File: config.mk
export PLATFORM = sky130hd
export DESIGN_NAME = cla_pipe_addsub
export DESIGN_NICKNAME = d
export VERILOG_FILES = /design/src/rtl/cla_pipe_addsub.sv
export SDC_FILE = /design/constraint.sdc
export NUM_CORES = 1
export LEC_CHECK = 0
export CAP_MARGIN = 20
export CELL_PAD_IN_SITES_DETAIL_PLACEMENT = 1
export CELL_PAD_IN_SITES_GLOBAL_PLACEMENT = 2
export CORE_ASPECT_RATIO = 0.7
export CORE_MARGIN = 1
export CORE_UTILIZATION = 29
export CTS_CLUSTER_SIZE = 14
export DETAILED_ROUTE_END_ITERATION = 7
export PLACE_DENSITY = 0.73
export SYNTH_ARGS = -nofsm -noshare
export SYNTH_HDL_FRONTEND = slang
export SYNTH_SLANG_ARGS = --single-unit
File: constraint.sdc
create_clock -name clk -period 3.5 [get_ports clk]
set_input_delay 0.7 -clock clk [delete_from_list [all_inputs] [get_ports clk]]
set_output_delay 0.7 -clock clk [all_outputs]
set_load 0.01 [all_outputs]
File: src/rtl/cla_pipe_addsub.sv
// Pipelined carry-lookahead adder/subtractor with valid/ready backpressure.
// Each register stage resolves NGRP/STAGES lookahead groups, then hands the remaining carry on.
module cla_pipe_addsub #(
  parameter int WIDTH  = 16,
  parameter int GROUP  = 4,
  parameter int STAGES = 2
) (
  input  logic             clk,
  input  logic             rst_n,
  input  logic             in_valid,
  output logic             in_ready,
  input  logic [WIDTH-1:0] a,
  input  logic [WIDTH-1:0] b,
  input  logic             cin,
  input  logic             sub,
  output logic             out_valid,
  input  logic             out_ready,
  output logic [WIDTH-1:0] sum,
  output logic             cout,
  output logic             overflow,
  output logic             zero
);

  localparam int NGRP = WIDTH / GROUP;
  localparam int GPS  = NGRP / STAGES;

  // Index 0 of each *_src/vld_pipe is the prepped input; index k is stage register k.
  logic [STAGES:0]            vld_pipe, c_src;
  logic [STAGES:0][WIDTH-1:0] a_src, b_src, s_src;
  logic [STAGES:1]            vld_q, c_q, c_d, rdy;
  logic [STAGES:1][WIDTH-1:0] a_q, b_q, s_q, s_d;
  logic                       ovf_q, zero_q, ovf_d, zero_d;
  logic                       full, cc;

  // One lookahead group: internal bit carries plus group GG/GP for the carry out.
  function automatic logic [GROUP:0] grp_add(input logic [GROUP-1:0] x, y, input logic ci);
    logic [GROUP-1:0] g, p, s;
    logic             gg, c;
    g  = x & y;
    p  = x ^ y;
    gg = 1'b0;
    c  = ci;
    s  = '0;
    for (int i = 0; i < GROUP; i++) begin
      s[i] = p[i] ^ c;
      c    = g[i] | (p[i] & c);
      gg   = g[i] | (p[i] & gg);
    end
    return {gg | ((&p) & ci), s};
  endfunction

  assign vld_pipe = {vld_q, in_valid};
  assign a_src    = {a_q, a};
  assign b_src    = {b_q, sub ? ~b : b};
  assign c_src    = {c_q, cin ^ sub};
  assign s_src    = {s_q, {WIDTH{1'b0}}};

  // Stage k may load unless it and every stage after it are full and the sink stalls.
  always_comb begin
    rdy  = '0;
    full = 1'b0;
    for (int k = 1; k <= STAGES; k++) begin
      full = 1'b1;
      for (int j = k; j <= STAGES; j++) full = full & vld_q[j];
      rdy[k] = out_ready | ~full;
    end
  end

  always_comb begin
    s_d = '0;
    c_d = '0;
    cc  = 1'b0;
    for (int k = 1; k <= STAGES; k++) begin
      s_d[k] = s_src[k-1];
      cc     = c_src[k-1];
      for (int j = 0; j < GPS; j++) begin
        {cc, s_d[k][((k-1)*GPS+j)*GROUP +: GROUP]} =
          grp_add(a_src[k-1][((k-1)*GPS+j)*GROUP +: GROUP],
                  b_src[k-1][((k-1)*GPS+j)*GROUP +: GROUP], cc);
      end
      c_d[k] = cc;
    end
    ovf_d  = (a_src[STAGES-1][WIDTH-1] == b_src[STAGES-1][WIDTH-1]) &&
             (s_d[STAGES][WIDTH-1] != a_src[STAGES-1][WIDTH-1]);
    zero_d = ~|s_d[STAGES];
  end

  always_ff @(posedge clk or negedge rst_n) begin
    if (!rst_n) begin
      vld_q  <= '0;
      a_q    <= '0;
      b_q    <= '0;
      s_q    <= '0;
      c_q    <= '0;
      ovf_q  <= 1'b0;
      zero_q <= 1'b0;
    end else begin
      for (int k = 1; k <= STAGES; k++) begin
        if (rdy[k]) begin
          vld_q[k] <= vld_pipe[k-1];
          a_q[k]   <= a_src[k-1];
          b_q[k]   <= b_src[k-1];
          s_q[k]   <= s_d[k];
          c_q[k]   <= c_d[k];
        end
      end
      if (rdy[STAGES]) begin
        ovf_q  <= ovf_d;
        zero_q <= zero_d;
      end
    end
  end

  assign in_ready  = rdy[1];
  assign out_valid = vld_q[STAGES];
  assign sum       = s_q[STAGES];
  assign cout      = c_q[STAGES];
  assign overflow  = ovf_q;
  assign zero      = zero_q;

endmodule

==> run metrics, run 1 <==
status finished clean; H-tree Lvls 2; setup bufs post-CTS 0; met2 Use GR 20.2%; # port buffers 58; Mapped Area 0.00252 mm2; synthesized netlist cell count 219; Setup CP Type flop to flop; Crit Path Max Fanout 2; diode count 0; crit end category flop; initial antenna violation count 0; Layout Nets 352; Cells after DPL 398; worst reg2reg path depth 11; Pre-antenna DRT Iters 4; synth-to-layout area growth 38.0%; Num Clock Sinks 46; reg2reg end zero$_DFFE_PN0P_; GR Overflow Total 0; first-pass GRT wire length 9.38 mm; Die Y 80.0 um; PD cells 565 mW/mm2; slew at the pin closest to its max-slew limit 0.462 ns; IO Pins 59; die width 113 um; met3 GRT Util 3.04%; Rows 28; FF+latch count, synth 46; crit path launch type flop; Static Leakage 1.51 nW; maxcap violations 0; Die ar. 0.00908 mm2; post-synth top area share 45.7%; Arr. time, crit path 3.53 ns; Initial Util 29.9%; hold_buf cts 0; mean post-synth cell area 11.5 um2; CTS root buffer clkbuf_16; Syn Nets 285; initial drt markers 55; clock-pin slew on the worst setup and hold paths 0.07 ns; final core occ 41.2%; clock buffer depth 2; ANT nets after route 0; CTS tree done; biggest area consumer among synthesized cells dfrtp_1; Synth cell types 27; average wire per standard cell 13.8 um; Worst Path Required 3.72 ns; total wire length 5.61 mm; post-DR vias/cell 4.31; Hold Path Class input port to async pin; Fin Setup TNS 0 ns; EDFF count, synth 0; largest net degree at the start of global routing 47; reg2reg start a_q[8]$_DFFE_PN0P_; GRT Overall Usage 13.7%; Final Hold Fails 0; Synth async-reset ratio 100%; top area cells in the synthesized netlist dfrtp_1 (46%), mux2_2 (9.8%), fa_1 (9.5%), ha_1 (7.9%), a21oi_1 (4.4%); synth cell count leaders dfrtp_1 (46), a21oi_1 (22), mux2_2 (22), inv_1 (17), ha_1 (16); dpl hpwl 4.38 mm; vias post-DR 1753; register area share after synthesis 45.7%; Slew Viols, Final 0; count leader, synth dfrtp_1; busiest grt layer met2; skew final 0.00889 ns; final setup violating endpoints 0; vias in the first global route 1819; share of layout cells above drive strength 1 17.1%; GP Congestion 0.726; Top FF cell, synth dfrtp_1; Max-slew headroom 69.2%; Post-route DRC 0; clock period minus worst slack 3.31 ns; CTS buffer count 5; flop2flop setup slack 0.19 ns; CORE AREA 0.00844 mm2; Post-Layout Cell Count 407; worst skew pair latency 0.29 ns; FMAX 302 MHz; RSZ-0062 raised after global routing no; met1 Use GR 19.8%; period utilisation layout 94.7%; VDD IR max 0.000202 V; Synth Warn # 0
-- how the worst max path moves through the flow --
stage                       start  cells after the start  slack, ns                  end
2_1_floorplan                 sub                     12       0.16  s_d[23]$_DFFE_PN0P_
3_3_place_gp                  sub                     11      -0.15  s_d[23]$_DFFE_PN0P_
3_5_place_dp                  sub                     11      -0.18  s_d[23]$_DFFE_PN0P_
4_1_cts        a_q[8]$_DFFE_PN0P_                     11       0.02     zero$_DFFE_PN0P_
5_1_grt        a_q[8]$_DFFE_PN0P_                     11      0.007     zero$_DFFE_PN0P_
6_report       a_q[8]$_DFFE_PN0P_                     11       0.19     zero$_DFFE_PN0P_
-- logic make-up after synthesis --
group | share of synthesized area, %
buffers and inverters | 4.17
XOR/XNOR | 7.64
AND/OR/NAND/NOR | 6.85
multiplexers | 10.6
flip-flops | 45.7
adder cells (fa/ha/maj) | 17.5
AO/OA/AOI/OAI | 7.59
-- layer usage --
metal  wire [um]  vias up  share of wire [%]
li1            -      865                  -
met1        2990      845                 53
met2        2340       37                 42
met3         211        6                3.8
met4          65        0                1.2
met5           0        -                  0
-- state kept, by name, indices dropped and copies added, names as in the netlist --
signal and flops:
overflow 1, sum 16, c_q 2, s_d 8
a_q 8, b_q 8, zero 1, vld_q 2
-- metrics by stage --
stage	cell area, um2	total power, mW	worst slack, ns	hold WS, ns
detailed placement	3280	1.50	-0.180	0.457
floorplan	2520	1.11	0.158	0.404
global placement	3280	1.48	-0.147	0.443
finish	3480	1.97	0.187	0.253
CTS	3430	1.98	0.0204	0.473
global route	3480	2.11	0.00714	0.269
-- report_power, final --
group	leakage (nW)	internal, mW	switching, mW
Clock	0.0704	0.268	0.204
Combinational	0.911	0.417	0.299
Sequential	0.534	0.675	0.103
-- cells in the final DEF, fill, tap and decap left out, types with 2 or more instances in the layout --
cell	count
a21o_1	3
a21oi_1	21
buf_4	10
clkbuf_16	5
clkdlybuf4s50_1	56
dfrtp_1	46
fa_1	11
ha_1	16
inv_1	17
mux2_2	22
mux2i_1	2
nand2_1	12
nor2_1	15
o21ai_0	7
or4_1	2
xnor2_1	9
xor2_1	12
-- worst max-delay path: stages (launching register included) --
cell	delay, ns
dfrtp_1	0.38
ha_1	0.29
a21o_1	0.19
a21oi_2	0.14
o21ai_2	0.10
fa_2	0.35
fa_1	0.44
fa_1	0.48
nor4b_2	0.23
nand4b_1	0.11
or4_1	0.41
o21ai_1	0.13
-- what timing repair did --
item                                    4_1_cts  5_1_grt
endpoints found under the setup margin        1        3
gates cloned                                  0        0
resized for setup                             1        6
-- area by class of cell --
| class | count | area, um2 |
|---|---|---|
| fill | 921 | 4960 |
| multi-input combinational | 147 | 1290 |
| sequential | 46 | 1150 |
| timing repair buffer | 69 | 673 |
| tap | 120 | 150 |
| clock buffer | 5 | 125 |
| inverter | 17 | 63.8 |
| clock inverter | 3 | 25.0 |
Power figures use the tool's default switching activity.
==> run 2, diff against run 1 <==
TNS_END_PERCENT = 30   (was default)
==> results of run 2 <==
No change in the layout: final DEF, timing and power equal those of run 1.
